## src/rtl/acumulador_placar.sv

```systemverilog
// rtl/acumulador_placar.sv - one-team score register with press synchronizer, add/subtract FSM and BCD outputs
module acumulador_placar #(
    parameter int PLACAR_MAX  = 99,
    parameter int SYNC_STAGES = 2
) (
    input  logic       clock,
    input  logic       reset,
    input  logic       botao,
    input  logic       chavePN,
    input  logic [1:0] pontos,
    input  logic       zerar,
    output logic [6:0] placar,
    output logic [3:0] placar_dez,
    output logic [3:0] placar_uni,
    output logic       atualizado,
    output logic       bloqueado
);

    typedef enum logic [1:0] {
        OCIOSO        = 2'd0,
        APLICA        = 2'd1,
        ESPERA_SOLTAR = 2'd2
    } estado_t;

    localparam logic [7:0] MAX8 = 8'(PLACAR_MAX);

    logic [SYNC_STAGES-1:0] sync;
    logic [SYNC_STAGES-1:0] sync_vld;
    logic                   botao_s;
    logic                   botao_s_d;
    logic                   armado;
    logic                   borda;

    estado_t    estado;
    estado_t    estado_prox;
    logic [1:0] op_pts;
    logic       op_sub;

    logic [7:0] soma;
    logic [6:0] placar_prox;
    logic [3:0] dez_prox;
    logic [3:0] uni_prox;
    logic       atualizado_prox;
    logic       bloqueado_prox;

    assign botao_s = sync[SYNC_STAGES-1];

    // Two-flop (or deeper) synchronizer for the raw button plus its one-cycle delayed copy.
    always_ff @(posedge clock) begin
        if (reset) begin
            sync      <= '0;
            botao_s_d <= 1'b0;
        end else begin
            sync      <= {sync[SYNC_STAGES-2:0], botao};
            botao_s_d <= botao_s;
        end
    end

    // Arms press detection only after a genuine released sample has crossed the synchronizer,
    // so a button still held through reset cannot masquerade as a fresh press.
    always_ff @(posedge clock) begin
        if (reset) begin
            sync_vld <= '0;
            armado   <= 1'b0;
        end else begin
            sync_vld <= {sync_vld[SYNC_STAGES-2:0], 1'b1};
            if (sync_vld[SYNC_STAGES-1] && !botao_s) begin
                armado <= 1'b1;
            end
        end
    end

    assign borda = botao_s & ~botao_s_d & armado;

    // The 8-bit sum keeps the bound check honest even at the 7-bit ceiling.
    assign soma = {1'b0, placar} + {6'b0, op_pts};

    // Next state, next score and result pulses; zerar overrides everything the FSM decided.
    always_comb begin
        estado_prox     = estado;
        placar_prox     = placar;
        atualizado_prox = 1'b0;
        bloqueado_prox  = 1'b0;
        case (estado)
            OCIOSO: begin
                if (borda) begin
                    estado_prox = (pontos == 2'd0) ? ESPERA_SOLTAR : APLICA;
                end
            end
            APLICA: begin
                estado_prox = ESPERA_SOLTAR;
                if (op_sub) begin
                    if (placar < {5'b0, op_pts}) begin
                        bloqueado_prox = 1'b1;
                    end else begin
                        placar_prox     = placar - {5'b0, op_pts};
                        atualizado_prox = 1'b1;
                    end
                end else begin
                    if (soma > MAX8) begin
                        bloqueado_prox = 1'b1;
                    end else begin
                        placar_prox     = soma[6:0];
                        atualizado_prox = 1'b1;
                    end
                end
            end
            ESPERA_SOLTAR: begin
                if (!botao_s) begin
                    estado_prox = OCIOSO;
                end
            end
            default: begin
                estado_prox = OCIOSO;
            end
        endcase
        if (zerar) begin
            estado_prox     = ESPERA_SOLTAR;
            placar_prox     = 7'd0;
            atualizado_prox = 1'b0;
            bloqueado_prox  = 1'b0;
        end
    end

    // BCD digits derived from the same next-score value so they move on the same edge as placar.
    always_comb begin
        dez_prox = 4'(placar_prox / 7'd10);
        uni_prox = 4'(placar_prox % 7'd10);
    end

    // FSM state register.
    always_ff @(posedge clock) begin
        if (reset) begin
            estado <= OCIOSO;
        end else begin
            estado <= estado_prox;
        end
    end

    // Operands are latched on the press edge so later selector changes cannot affect this press.
    always_ff @(posedge clock) begin
        if (reset) begin
            op_pts <= 2'd0;
            op_sub <= 1'b0;
        end else if (estado == OCIOSO && borda) begin
            op_pts <= pontos;
            op_sub <= chavePN;
        end
    end

    // Score, BCD digits and the one-cycle result pulses.
    always_ff @(posedge clock) begin
        if (reset) begin
            placar     <= 7'd0;
            placar_dez <= 4'd0;
            placar_uni <= 4'd0;
            atualizado <= 1'b0;
            bloqueado  <= 1'b0;
        end else begin
            placar     <= placar_prox;
            placar_dez <= dez_prox;
            placar_uni <= uni_prox;
            atualizado <= atualizado_prox;
            bloqueado  <= bloqueado_prox;
        end
    end

endmodule

```

## config.mk

```make
export PLATFORM = sky130hd
export DESIGN_NAME = acumulador_placar
export DESIGN_NICKNAME = d
export VERILOG_FILES = /design/src/rtl/acumulador_placar.sv
export SDC_FILE = /design/constraint.sdc
export NUM_CORES = 1
export LEC_CHECK = 0
export CAP_MARGIN = 20
export CELL_PAD_IN_SITES_DETAIL_PLACEMENT = 1
export CELL_PAD_IN_SITES_GLOBAL_PLACEMENT = 1
export CORE_ASPECT_RATIO = 0.5
export CORE_MARGIN = 8
export CORE_UTILIZATION = 40
export DETAILED_ROUTE_END_ITERATION = 12
export PLACE_DENSITY = 0.75
export SYNTH_ARGS = -nofsm -noshare
export SYNTH_HDL_FRONTEND = slang
export SYNTH_SLANG_ARGS = --single-unit
```

## constraint.sdc

```tcl
create_clock -name clock -period 5.4 [get_ports clock]
set_input_delay 1.08 -clock clock [delete_from_list [all_inputs] [get_ports clock]]
set_output_delay 1.08 -clock clock [all_outputs]
set_load 0.01 [all_outputs]
```

After elaboration in Yosys (flattened, before gate mapping)
Index checks and enable logic that the tools add are counted.

Bits in registers: 28. Latch bits: 0. RAM bits: 0. Bits in read-only memories: 0. Bits of input ports: 7. Output and inout bits: 17. Memories kept: 0.

Add/subtract/negate cells: 2. $mul: 0. Div/mod/pow operators: 2. Magnitude comparators: 2. Equal/unequal tests: 6. Shift operators: 0. Muxes and demuxes: 17. Bitwise logic cells: 4. Reductions and logical operators: 9.

Operators with widths (number): $mux 7 (5); $add 7x2->8 (1); $gt 8x7->1 const B (1); $mux 2 (4); $div 7x4->7 const B (1); $lt 7x2->1 (1); $mod 7x4->7 const B (1); $mux 1 (7); $sub 7x2->7 (1); $ne 3x3->1 const B (2); $pmux 2 s3 (1); $logic_not 2->1 (2); $ne 2x2->1 const B (2); $reduce_and 2->1 (2); $reduce_or 3->1 (1); $and 1x1->1 (2); $eq 2x1->1 const B (1); $eq 2x2->1 const B (1); $logic_and 1x1->1 (2); $not 1->1 (2); $reduce_or 2->1 (1); $logic_not 1->1 (1).

Logic depth before layout (Yosys ltp)
Word-level depth: 7. Mapped depth: 18. Gate-level depth less buffers: 17.

Worst setup path before layout
Ideal clock, no wire load.

Path kind: input to register. From: in zerar. To: reg placar_uni[1]. Arrival: 3.554 ns. Slack: 1.786 ns. Cell stages on the path: 15. Path buffers: 1. Cells stage by stage: or3b_2 -> nor2_1 -> a31o_2 -> nand2_1 -> o211a_1 -> buf_6 -> and3_2 -> o21ai_2 -> nand3_1 -> inv_1 -> ha_1 -> inv_1 -> a41oi_2 -> mux2_4 -> nand3_2.

Longest elaborated chain between the ends: 2.

Ends and longest elaborated chain: from (decl) (line 11) `input logic zerar,`; $mux 7 (line 117) `if (zerar) begin`; $mod 7x4->7 (line 128) `uni_prox = 4'(placar_prox % 7'd10);`; to (signal assigned) (line 162) `placar_uni <= uni_prox;`; to (decl) (line 14) `output logic [3:0] placar_uni,`.

Every way passes these cells. A chain may end at the register's enable or synchronous reset.

Worst setup path in the final report
Same ends and word-level chain as after synthesis.

==> summary.txt <==
Setup path
  • Worst Setup Start Kind: input pin
  • Worst-path maximum fanout: 5
  • Worst endpoint required time: 5.62 ns
  • Arrival @ worst endpoint: 4.60 ns
  • Most used cell, CP: inv_1
  • Crit. End Element: register
  • Largest stage delay on the critical path: 0.52 ns
  • Sequence of cells on the critical path: clkdlybuf4s50_1, or3b_2, nor2_1, a22oi_1, o22ai_2, o2111ai_1, xnor2_1, nand2_1, nand3_1, inv_1, ha_1, inv_1, a41oi_2, mux2_4, nand3_2
  • Setup Crit Path Kind: input pin to register
  • Worst path slowest cell: or3b_2

Timing
  • Setup TNS: 0 ns
  • RSZ-0062 raised after global routing: false
  • Final Skew: 0.00471 ns
  • Max-slew violation count: 0
  • Tightest Pin Transition: 0.844 ns
  • Setup violations, final: 0
  • Rel. slew slack: 43.5%
  • Final-report hold violation count: 0
  • Highest clock rate: 228 MHz
  • Final critical-path setup slack: 1.02 ns
  • Period utilization: 81.1%
  • Min Clock Period, post-route: 4.38 ns

Synthesis
  • Number of flops mapped to enable cells by yosys: 0
  • Flops & latches, synth: 27
  • Most used DFF post-synth: dfxtp_1
  • Dominant combinational cell family by area after synthesis: simple AND/OR/NAND/NOR gates
  • Post-Synth Adder-Cell Area: 5.50%
  • Xor and xnor area share after synthesis: 2.54%
  • Register area share after synthesis: 26.1%
  • Asr flop ratio synth: 0%
  • Yosys warning count: 0
  • Synthesized area: 2070 µm²
  • Post-synthesis mux area share: 3.14%
  • Yosys cell types: 68
  • Synth Area per Inst: 8.49 µm²
  • Cells after Synth: 244
  • Compound-Gate Fraction of Synth Area: 27.0%
  • Simple-gate share of the synthesized area: 28.1%
  • Syn nets: 258

Placement
  • I/O Buffers: 23
  • Hpwl dp: 4620 µm
  • Placed Instance Area: 2280 µm²
  • Gpl congestion: 0.853
  • Dpl ws: 0.788 ns

Cells and area
  • Share of post-route cells with drive strength above 1: 15.1%
  • Area grow syn2layout: 12.6%
  • N_diodes: 0
  • NumNets Final: 274
  • Design Area, Final: 2330 µm²
  • Core Util, Final: 47.1%

Die
  • Die X: 118 µm
  • Die area: 7880 µm²
  • I/O pin count: 24
  • Initial core utilization: 41.8%
  • # rows: 18
  • Die height: 66.9 µm
  • Core Box Area: 4950 µm²

Pwr
  • P_leak: 0.810 nW
  • VDD IR max: 131 µV
  • PnR Total Power: 0.000339 W
  • Pwr dens: 145 nW/µm²

Route
  • DRC errors left: 0
  • Vias: 1862
  • 1st-iter DRT viols: 165
  • First-pass DRT Iterations: 4
  • WL final: 5960 µm
  • Routed Antenna Nets: 0
  • Post-DR vias/cell: 5.66
  • Routed WL per cell: 18.1 µm

Clock network
  • Max clock buf depth: 2
  • Hold buffer count at CTS: 0
  • Clk root buf: clkbuf_8
  • Post-CTS Setup Bufs: 0
  • TritonCTS clock tree: built
  • Clock Latency Late Sink: 0.27 ns
  • Clock slew seen by the registers of the worst setup and hold paths: 0.09 ns
  • Htree depth: 1
  • Post-CTS Resized: 0
  • CTS sink cnt: 27
  • CTS Buf Count: 3

Global route
  • Largest net degree at the start of global routing: 21
  • Vias in the first global route: 1947
  • GR Util All Layers: 14.9%
  • Initial antenna violation count: 0
  • First-pass GRT wire length: 9760 µm
  • Total congestion overflow: 0

Worst hold path
  • Worst min path class: register to register

Outcome
  • Status: finished clean

Flow run
  • Max Cap Viol: 0
final timing paths:
path         cells after the start  slack, ns                       end                 start
min reg2reg                      1       0.45        sync[1]$_SDFF_PP0_    sync[0]$_SDFF_PP0_
max                             15       1.02  placar_uni[1]$_SDFF_PP0_                 zerar
min                              1       0.45        sync[1]$_SDFF_PP0_    sync[0]$_SDFF_PP0_
max reg2reg                     16       1.27  placar_uni[1]$_SDFF_PP0_  placar[0]$_SDFF_PP0_
synth_stat cells, drive strengths merged (3+ instances only):
| master | n | area [µm²] |
|---|---|---|
| a22oi | 4 | 30.0 |
| clkbuf | 8 | 71.3 |
| o2111ai | 6 | 52.6 |
| a211oi | 5 | 47.5 |
| nor2 | 29 | 109 |
| o21ai | 10 | 65.1 |
| xnor2 | 4 | 35.0 |
| nor3 | 6 | 30.0 |
| nand2b | 3 | 18.8 |
| nand3 | 7 | 45.0 |
| nor2b | 7 | 51.3 |
| ha | 5 | 62.6 |
| a31oi | 5 | 31.3 |
| and3 | 4 | 27.5 |
| nand2 | 23 | 91.3 |
| mux2i | 5 | 50.1 |
| o31ai | 3 | 27.5 |
| nand4 | 4 | 25.0 |
| buf | 4 | 35.0 |
| a21oi | 10 | 50.1 |
| o211a | 3 | 30.0 |
| inv | 14 | 52.6 |
| dfxtp | 27 | 541 |
| and2 | 7 | 47.6 |
| o211ai | 7 | 72.6 |
layout by cell type, fill, tap and decap left out, drive strengths merged, types with 2 or more instances in the layout:
| master | instances |
|---|---|
| a2111o | 2 |
| o211a | 3 |
| clkdlybuf4s50 | 23 |
| o21ai | 10 |
| a21oi | 10 |
| xor2 | 2 |
| nor3 | 6 |
| o211ai | 7 |
| o2111ai | 6 |
| fa | 2 |
| nand2 | 23 |
| nor3b | 2 |
| clkbuf | 3 |
| nand3 | 7 |
| nand3b | 2 |
| a211oi | 5 |
| and3 | 4 |
| nand2b | 3 |
| nor2b | 7 |
| or3b | 2 |
| o31ai | 3 |
| a31o | 2 |
| inv | 14 |
| nor4 | 2 |
| xnor2 | 4 |
| and2 | 7 |
| ha | 5 |
| a22oi | 4 |
| dfxtp | 27 |
| mux2i | 5 |
| nor2 | 29 |
| or3 | 2 |
| nand4 | 4 |
| a31oi | 5 |
through the flow:
step / instances / hold WS (ns)
finish: 329 / 0.447
global placement: 325 / 0.420
detailed placement: 325 / 0.426
floorplan: 244 / 0.414
CTS: 329 / 0.451
global route: 329 / 0.474
report_power, final:
group | leakage, nW | switching (W) | total, W | internal [W]
Sequential | 0.219 | 0.00000155 | 0.000203 | 0.000202
Combinational | 0.569 | 0.00000927 | 0.0000167 | 0.00000746
Clock | 0.0217 | 0.0000664 | 0.000119 | 0.0000524
Total | 0.810 | 0.0000772 | 0.000339 | 0.000262
worst max-delay path: cells and delay by family:
family | cells | cell delay, ns
AOI/OAI and AO/OA | 4 | 1.03
buffers and inverters | 3 | 0.67
and+or+nand+nor | 5 | 1.04
adders and majority gates | 1 | 0.21
xor gates and xnor gates | 1 | 0.23
muxes | 1 | 0.33
cells by family (layout without fill, tap and decap cells):
logic type,after synthesis,in the layout
adders and majority gates,8,8
muxes,6,6
AOI/OAI and AO/OA,67,67
xor gates and xnor gates,6,6
and+or+nand+nor,104,104
DFF,27,27
buffers and inverters,26,41
sequential cells by signal, indices dropped and copies added, names as in the netlist:
name / count
placar: 7
atualizado: 1
sync_vld: 2
op_sub: 1
placar_uni: 3
armado: 1
botao_s_d: 1
op_pts: 2
bloqueado: 1
sync: 2
placar_dez: 4
estado: 2
final cells by class:
type | count | area [µm²]
fillers | 613 | 2620
multi-input cells | 191 | 1370
flip-flops and latches | 27 | 541
repair buffers | 23 | 230
well taps | 70 | 87.6
inverters | 14 | 52.6
clock buffers | 3 | 41.3
clock inverters | 1 | 7.51
per-layer routing:
layer	vias to the layer above	track usage [%]	routed length (µm)
met1	910	19.7	3050
met2	31	25.7	2700
met3	2	2.45	189
met5	-	0	0
met4	0	2.05	15
li1	919	-	-
(Power assumes the default switching activity.)
